File: config.mk
export PLATFORM = sky130hd
export DESIGN_NAME = paper_regs_axi_lite
export DESIGN_NICKNAME = d
export VERILOG_FILES = /design/src/rtl/paper_regs_axi_lite.sv
export SDC_FILE = /design/constraint.sdc
export NUM_CORES = 1
export LEC_CHECK = 0
export ABC_AREA = 1
export ABC_CLOCK_PERIOD_IN_PS = 2900
export CORE_MARGIN = 2
export CORE_UTILIZATION = 49
export CTS_CLUSTER_SIZE = 30
export DETAILED_ROUTE_END_ITERATION = 8
export MAX_ROUTING_LAYER = met4
export PLACE_DENSITY_LB_ADDON = 0.05
export SLEW_MARGIN = 20
export SYNTH_ARGS = -nofsm -noshare
export SYNTH_HDL_FRONTEND = slang
export SYNTH_SLANG_ARGS = --single-unit
File: constraint.sdc
create_clock -name clk_i -period 2.9 [get_ports clk_i]
set_input_delay 0.58 -clock clk_i [delete_from_list [all_inputs] [get_ports clk_i]]
set_output_delay 0.58 -clock clk_i [all_outputs]
set_load 0.02 [all_outputs]
File: src/rtl/paper_regs_axi_lite.sv
// AXI4-Lite 64-bit register slave for the Paper window: ID, CTRL, STATUS, SCRATCH,
// plus PENDING/ENABLE and a level interrupt when PAPER_REGS_IRQ_EN is defined.
module paper_regs_axi_lite #(
  parameter logic [63:0] BaseAddr  = 64'h1900_0000,
  parameter logic [63:0] WinLength = 64'h1000,
  parameter int unsigned NumEvents = 8,
  parameter logic [63:0] IdValue   = 64'h5041_5045_0000_0001
) (
  input  logic                 clk_i,
  input  logic                 rst_ni,
  input  logic [63:0]          aw_addr_i,
  input  logic                 aw_valid_i,
  output logic                 aw_ready_o,
  input  logic [63:0]          w_data_i,
  input  logic [7:0]           w_strb_i,
  input  logic                 w_valid_i,
  output logic                 w_ready_o,
  output logic [1:0]           b_resp_o,
  output logic                 b_valid_o,
  input  logic                 b_ready_i,
  input  logic [63:0]          ar_addr_i,
  input  logic                 ar_valid_i,
  output logic                 ar_ready_o,
  output logic [63:0]          r_data_o,
  output logic [1:0]           r_resp_o,
  output logic                 r_valid_o,
  input  logic                 r_ready_i,
  output logic [63:0]          ctrl_o,
  input  logic [63:0]          status_i,
  input  logic [NumEvents-1:0] event_i,
  output logic                 irq_o
);

  localparam logic [1:0] RESP_OKAY   = 2'b00;
  localparam logic [1:0] RESP_SLVERR = 2'b10;
  localparam logic [1:0] RESP_DECERR = 2'b11;

  localparam logic [0:0] W_IDLE = 1'b0;
  localparam logic [0:0] W_RESP = 1'b1;
  localparam logic [0:0] R_IDLE = 1'b0;
  localparam logic [0:0] R_RESP = 1'b1;

  localparam logic [63:0] OFF_ID      = 64'h000;
  localparam logic [63:0] OFF_CTRL    = 64'h008;
  localparam logic [63:0] OFF_STATUS  = 64'h010;
  localparam logic [63:0] OFF_SCRATCH = 64'h018;
`ifdef PAPER_REGS_IRQ_EN
  localparam logic [63:0] OFF_PENDING = 64'h020;
  localparam logic [63:0] OFF_ENABLE  = 64'h028;
`endif

  function automatic logic [1:0] decode_resp(input logic [63:0] addr, input logic is_wr);
    logic [63:0] off;
    off = addr - BaseAddr;
    if (addr < BaseAddr || off >= WinLength) return RESP_DECERR;
    if (addr[2:0] != 3'b000) return RESP_SLVERR;
    case (off)
      OFF_ID, OFF_STATUS:    return is_wr ? RESP_SLVERR : RESP_OKAY;
      OFF_CTRL, OFF_SCRATCH: return RESP_OKAY;
`ifdef PAPER_REGS_IRQ_EN
      OFF_PENDING, OFF_ENABLE: return RESP_OKAY;
`endif
      default:               return RESP_SLVERR;
    endcase
  endfunction

  // Handshakes: a beat transfers on a rising clk edge where valid && ready are both 1.
  // The slave holds b/r valid and payload stable until the matching ready is seen.
  logic [0:0]  w_state_q, r_state_q;
  logic        aw_held_q, w_held_q;
  logic [63:0] aw_addr_q, w_data_q;
  logic [7:0]  w_strb_q;
  logic [63:0] ctrl_q, scratch_q;

  logic        aw_fire, w_fire, aw_have, w_have, wr_go, wr_ok, ar_fire;
  logic [63:0] wr_addr, wr_data, wr_off, wr_mask, ar_off, rd_val;
  logic [7:0]  wr_strb;
  logic [1:0]  wr_resp, rd_resp;

  assign aw_fire = aw_valid_i && aw_ready_o;
  assign w_fire  = w_valid_i && w_ready_o;
  assign aw_have = aw_held_q || aw_fire;
  assign w_have  = w_held_q || w_fire;
  assign wr_go   = (w_state_q == W_IDLE) && aw_have && w_have;
  assign wr_addr = aw_held_q ? aw_addr_q : aw_addr_i;
  assign wr_data = w_held_q ? w_data_q : w_data_i;
  assign wr_strb = w_held_q ? w_strb_q : w_strb_i;
  assign wr_off  = wr_addr - BaseAddr;
  assign wr_resp = decode_resp(wr_addr, 1'b1);
  assign wr_ok   = wr_go && (wr_resp == RESP_OKAY);

  always_comb begin
    wr_mask = '0;
    for (int i = 0; i < 8; i++) wr_mask[8*i +: 8] = {8{wr_strb[i]}};
  end

  always_ff @(posedge clk_i or negedge rst_ni) begin
    if (!rst_ni) begin
      w_state_q  <= W_IDLE;
      aw_held_q  <= 1'b0;
      w_held_q   <= 1'b0;
      aw_addr_q  <= '0;
      w_data_q   <= '0;
      w_strb_q   <= '0;
      aw_ready_o <= 1'b0;
      w_ready_o  <= 1'b0;
      b_valid_o  <= 1'b0;
      b_resp_o   <= RESP_OKAY;
    end else begin
      case (w_state_q)
        W_IDLE: begin
          if (aw_fire) begin
            aw_addr_q <= aw_addr_i;
            aw_held_q <= 1'b1;
          end
          if (w_fire) begin
            w_data_q <= w_data_i;
            w_strb_q <= w_strb_i;
            w_held_q <= 1'b1;
          end
          if (wr_go) begin
            aw_held_q  <= 1'b0;
            w_held_q   <= 1'b0;
            aw_ready_o <= 1'b0;
            w_ready_o  <= 1'b0;
            b_valid_o  <= 1'b1;
            b_resp_o   <= wr_resp;
            w_state_q  <= W_RESP;
          end else begin
            aw_ready_o <= !aw_have;
            w_ready_o  <= !w_have;
          end
        end
        default: begin
          if (b_ready_i) begin
            b_valid_o  <= 1'b0;
            aw_ready_o <= 1'b1;
            w_ready_o  <= 1'b1;
            w_state_q  <= W_IDLE;
          end
        end
      endcase
    end
  end

  always_ff @(posedge clk_i or negedge rst_ni) begin
    if (!rst_ni) begin
      ctrl_q    <= '0;
      scratch_q <= '0;
    end else begin
      if (wr_ok && wr_off == OFF_CTRL)    ctrl_q    <= (ctrl_q & ~wr_mask) | (wr_data & wr_mask);
      if (wr_ok && wr_off == OFF_SCRATCH) scratch_q <= (scratch_q & ~wr_mask) | (wr_data & wr_mask);
    end
  end

  assign ctrl_o = ctrl_q;

`ifdef PAPER_REGS_IRQ_EN
  logic [NumEvents-1:0] pending_q, enable_q, w1c_mask, en_mask, en_data;
  logic [63:0]          wr_masked, pend_ext, en_ext;
  logic                 irq_q;

  assign wr_masked = wr_data & wr_mask;
  assign w1c_mask  = (wr_ok && wr_off == OFF_PENDING) ? wr_masked[NumEvents-1:0] : '0;
  assign en_mask   = wr_mask[NumEvents-1:0];
  assign en_data   = wr_data[NumEvents-1:0];

  // A clear and a new event on the same bit in one cycle leave the bit set.
  always_ff @(posedge clk_i or negedge rst_ni) begin
    if (!rst_ni) begin
      pending_q <= '0;
      enable_q  <= '0;
      irq_q     <= 1'b0;
    end else begin
      pending_q <= (pending_q & ~w1c_mask) | event_i;
      if (wr_ok && wr_off == OFF_ENABLE) enable_q <= (enable_q & ~en_mask) | (en_data & en_mask);
      irq_q <= |(pending_q & enable_q);
    end
  end

  always_comb begin
    pend_ext = '0;
    en_ext   = '0;
    pend_ext[NumEvents-1:0] = pending_q;
    en_ext[NumEvents-1:0]   = enable_q;
  end

  assign irq_o = irq_q;
`else
  logic unused_event;
  assign unused_event = ^event_i;
  assign irq_o = 1'b0;
`endif

  assign ar_fire = ar_valid_i && ar_ready_o;
  assign ar_off  = ar_addr_i - BaseAddr;
  assign rd_resp = decode_resp(ar_addr_i, 1'b0);

  always_comb begin
    rd_val = '0;
    case (ar_off)
      OFF_ID:      rd_val = IdValue;
      OFF_CTRL:    rd_val = ctrl_q;
      OFF_STATUS:  rd_val = status_i;
      OFF_SCRATCH: rd_val = scratch_q;
`ifdef PAPER_REGS_IRQ_EN
      OFF_PENDING: rd_val = pend_ext;
      OFF_ENABLE:  rd_val = en_ext;
`endif
      default:     rd_val = '0;
    endcase
  end

  // Data is captured at the AR handshake, so a same-cycle write is not yet visible.
  always_ff @(posedge clk_i or negedge rst_ni) begin
    if (!rst_ni) begin
      r_state_q  <= R_IDLE;
      ar_ready_o <= 1'b0;
      r_valid_o  <= 1'b0;
      r_data_o   <= '0;
      r_resp_o   <= RESP_OKAY;
    end else begin
      case (r_state_q)
        R_IDLE: begin
          if (ar_fire) begin
            r_data_o   <= (rd_resp == RESP_OKAY) ? rd_val : 64'h0;
            r_resp_o   <= rd_resp;
            r_valid_o  <= 1'b1;
            ar_ready_o <= 1'b0;
            r_state_q  <= R_RESP;
          end else begin
            ar_ready_o <= 1'b1;
          end
        end
        default: begin
          if (r_ready_i) begin
            r_valid_o  <= 1'b0;
            ar_ready_o <= 1'b1;
            r_state_q  <= R_IDLE;
          end
        end
      endcase
    end
  end

endmodule
# After elaboration in Yosys (flattened, before gate mapping)

Index checks and enable logic that the tools add are counted.

Register bits after elaboration: 341
Output and inout port bits: 138
Logic and storage cells: 116

Add/sub/neg operators: 2
Magnitude comparators: 4
Equal/unequal tests: 7
Mux-type cells: 45
Bitwise gates (word level): 8
Reductions and logical operators: 33

Operators by type and width:

| kind                                                                                   | number |
|---|---|
| 64-bit case mux with 4 select lines                                                    | 1 |
| 64-bit AND                                                                             | 3 |
| 64-bit by 5-bit equality test with 1-bit output (second input constant)                | 3 |
| 64-bit two-way mux                                                                     | 3 |
| 64-bit by 4-bit equality test with 1-bit output (second input constant)                | 2 |
| 64-bit by 13-bit greater-or-equal comparator with 1-bit output (second input constant) | 2 |
| 64-bit by 29-bit < comparator with 1-bit output (second input constant)                | 2 |
| 64-bit OR                                                                              | 2 |
| 64-bit by 29-bit subtractor with 64-bit output (second input constant)                 | 2 |
| 64-bit zero test                                                                       | 1 |
| 64-bit inverter                                                                        | 1 |
| 1-bit two-way mux                                                                      | 30 |
| 2-bit two-way mux                                                                      | 10 |
| 2-bit AND reduction                                                                    | 8 |
| 1-bit logical AND                                                                      | 8 |
| 8-bit two-way mux                                                                      | 1 |
| 2-bit nonzero test                                                                     | 4 |
| 3-bit nonzero test                                                                     | 2 |
| 2-bit zero test                                                                        | 2 |
| 1-bit logical OR                                                                       | 4 |
| 2-bit != test (second input constant)                                                  | 2 |
| 4-bit OR reduction                                                                     | 1 |
| 1-bit zero test                                                                        | 2 |
| 1-bit inverter                                                                         | 2 |
| 2-bit OR reduction                                                                     | 1 |

# Longest topological paths before layout

Word-level depth: 11
Depth in mapped cells: 21
Depth with buffers taken out: 19

# Worst setup path after synthesis

Ideal clock, no wire load.

Path kind: input port to flip-flop
Start point: input ar_addr_i[25]
End point: register r_data_o[10]
Library setup time: 0.066 ns
Arrival: 2.621 ns
Required time: 2.834 ns
Path slack: 0.213 ns
Stages on the path: 17
Buffers on the path: 3
Cell sequence: inv_1 > nand3_1 > nand3_1 > buf_2 > nand3_1 > nor2_1 > xnor2_1 > nand2_1 > nor2_1 > nand2_1 > nor2_1 > clkbuf_1 > clkbuf_1 > nand4_1 > nand3_1 > nand2_1 > nand2_1

Longest elaborated chain between the ends: 8

Ends and longest elaborated chain:

| item                                                                                   | RTL line | text |
|---|---|---|
| start: declaration                                                                     | 21       | `input logic [63:0] ar_addr_i,` |
| branches (longest 7 deep; another with 64-bit by 29-bit subtractor with 64-bit output) | n/a      |  |
| 64-bit two-way mux *                                                                   | 226      | `r_data_o <= (rd_resp == RESP_OKAY) ? rd_val : 64'h0;` |
| end signal: assignment                                                                 | 226      |  |
| end: declaration                                                                       | 24       | `output logic [63:0] r_data_o,` |

Every way passes the cells marked *.
A chain may end at the register's enable or synchronous reset.

==> results.json <==
{
  "status": "finished with violations",
  "violations": "negative setup slack",
  "root_buffer": "clkbuf_16",
  "leakagePower_uw": 0.0139,
  "power_uw": 18900,
  "ir_worst_vdd_mv": 0.592,
  "hold_buffers": 0,
  "rsz0062_at_grt": "yes",
  "place_hpwl_um": 48900,
  "numCtsBuffers": 40,
  "clockBufferDepth": 3,
  "synth_top_area_share_pct": 44.3,
  "io_buffers": 407,
  "utilization_pct": 72.6,
  "ys_ff_latch": 341,
  "drt_wl_total_um": 69800,
  "drv_cap": 0,
  "place_congestion": 0.894,
  "avgSynthCellArea_um2": 7.07,
  "finalSetupViolCount": 149,
  "clk-insertion-delay-late_ps": 580,
  "antenna_found_initial": 8,
  "place_ws_ps": -603,
  "pwr_density_cell_nw_per_um2": 674,
  "cp_max_fo": 8,
  "worst_slack_ps": -294,
  "cts.sinks": 341,
  "drtAntennaViolNets": 0,
  "coreArea_um2": 38700,
  "synth_ff_type": "dfrtp_1",
  "worst_setup_path_start_kind": "flop",
  "final_layout_size_suffix_gt1_share_pct": 16.5,
  "io_pins": 417,
  "yosysSeqAreaShare_pct": 44.3,
  "vias": 21300,
  "via_per_inst": 5.49,
  "die-area_um2": 40900,
  "clk_pin_slew_ps": 60,
  "finClkSkew_ps": 28.0,
  "cp-end-kind": "flop",
  "critical_path_arrival_ps": 3650,
  "drv_slew": 0,
  "synth_edf_count": 0,
  "slew_headroom_pct": 36.9,
  "start_util_pct": 49.7,
  "fmax_ghz": 0.313,
  "hold_violations": 0,
  "syn-num-nets": 3004,
  "drtIter0Drc": 1661,
  "drc": 0,
  "required_ps": 3360,
  "grt.overflow.total": 0,
  "die_h_um": 202,
  "grt_max_degree": 129,
  "synth_cell_type_count": 47,
  "synthCells": 2725,
  "hp-class": "in2async",
  "final_net_count": 3597,
  "worstMarginPinSlew_ps": 947,
  "cts_max_level": 2,
  "period_needed_ps": 3190,
  "synth_top_area_cell": "dfrtp_1",
  "critPathKind": "reg2reg",
  "async_flop_share_pct": 100,
  "grt_pass1_vias": 21100,
  "grtUsageTotal_pct": 34.7,
  "drt_pass1_iterations": 8,
  "period_share_pct": 110,
  "areaGrowthSynthToFinish_pct": 45.9,
  "num_rows": 72,
  "yosys_warnings": 0,
  "wl_per_cell_um": 18.0,
  "cts_tree": "done",
  "synthTopCellsByArea": "dfrtp_1 (44%), nand2_1 (19%), o21ai_0 (7.6%)",
  "syn_area_um2": 19300,
  "die_w_um": 202,
  "grt_pass1_wl_um": 111000
}
repair_timing:
action / in CTS / in global routing
gates resized for setup: 80 / 145
setup endpoints to repair: 128 / 196
gates cloned: 5 / 7
pin swaps: 23 / 51
buffers inserted: 15 / 12
per-layer routing:
layer	global-route usage, %	vias up	share of wire, %	wire length, µm
met5	-	-	0	0
met2	55.1	924	47	32900
met4	15.5	0	4.4	3110
met3	5.77	173	7.5	5270
met1	43.7	10100	41	28500
li1	-	10100	-	-
cells in the mapped netlist, types with 6 or more instances:
cell type / number
a21oi_1: 7
buf_1: 9
buf_2: 20
buf_4: 6
buf_6: 14
clkbuf_1: 94
clkinv_1: 10
dfrtp_1: 341
inv_1: 242
nand2_1: 988
nand2_2: 11
nand3_1: 244
nand4_1: 170
nand4_2: 8
nor2_1: 153
nor2_2: 16
nor2_4: 10
nor3_1: 12
o21ai_0: 292
o21ai_1: 18
xor2_1: 10
kinds of logic (layout without fill, tap and decap cells):
family | Yosys count | in the layout | share of synthesized area [%]
xor+xnor | 11 | 11 | 0.500
other cells | 1 | 9 | 0.0195
flops | 341 | 341 | 44.3
simple gates | 1636 | 1636 | 37.5
buf+inv | 402 | 1024 | 8.77
compound gates | 333 | 333 | 8.87
mux | 1 | 1 | 0.0520
placed cells by master (no fill, tap or decap), types with 3 or more instances in the layout:
master           netlist  layout
a21oi_1                7       6
o211ai_1               5       5
bufinv_16              0       4
inv_1                242     239
xor2_1                10      10
nand3b_1               5       5
o31ai_1                3       3
nor2_4                10      30
o21ai_2                2      16
nand2_2               11      76
o21ai_0              292     254
diode_2                0       8
clkbuf_16              0      46
clkinv_1              10      10
nor3_1                12       8
clkbuf_1              94       9
o21ai_1               18      42
nand3_4                0       5
nor4_1                 5       5
inv_2                  4       5
clkdlybuf4s50_1        0     406
buf_4                  6     236
nor2_2                16      27
nand4_1              170     170
nor3_2                 0       4
nand2_4                0       7
buf_12                 0      32
clkinv_2               0       6
nor2_1               153     122
nand4_4                1       9
dfrtp_1              341     339
nand3_1              244     233
buf_6                 14      10
clkbuf_8               0       8
nand2_1              988     915
nand3_2                3       9
path summary, 6_finish.rpt:
kind | startpoint | end | slack [ps] | cells after the start
setup / recovery | aw_held_q | flop | -290 | 19
hold / removal | rst_ni | r_data_o[45] | 20 | 1
setup reg to reg | aw_held_q | flop | -290 | 19
hold reg to reg | r_state_q | r_valid_o | 450 | 1
max in group asynchronous | rst_ni | aw_addr_q[16] | 2080 | 2
min in group clk_i | r_state_q | r_valid_o | 450 | 1
critical path, stage by stage (launching register included):
cell      delay (ps)
dfrtp_2          510
buf_12           190
buf_12           140
nand2_2           60
nand2_2           80
nand2_2           70
nand2_2           80
nand2_4          100
buf_6            150
nor2_4           210
buf_4            150
buf_4             90
o211ai_1          90
a21oi_1          250
nand3_2          170
nor2_4           170
buf_12           180
nand4_4          190
nand2_1          120
nand2_1           70
where the power goes:
part | internal [µW] | switching [µW] | total [µW]
Clock | 3170 | 2080 | 5250
Combinational | 2880 | 4410 | 7300
Sequential | 5750 | 648 | 6400
Total | 11800 | 7140 | 18900
area by class of cell:
cell class              instances  area [µm²]
diodes                          8        20.0
clock buffers                  58        1170
clock inverters                13         209
fillers                      3071       10600
inverters                     257         981
multi-input cells            1982        9690
flip-flops and latches        341        8540
well taps                     518         648
repair buffers                695        6840
repair inverters                1        11.3
metrics by stage:
step,instances,hold WS (ps),area (µm²),TNS [ps]
CTS,3847,25.8,27400,-24350
global placement,3756,434,25600,-93910
finish,3873,21.4,28100,-31930
floorplan,2725,284,19300,0
global route,3873,50.6,28100,-69310
detailed placement,3756,440,25600,-98950
No activity file was read; power rests on OpenSTA's default activity.
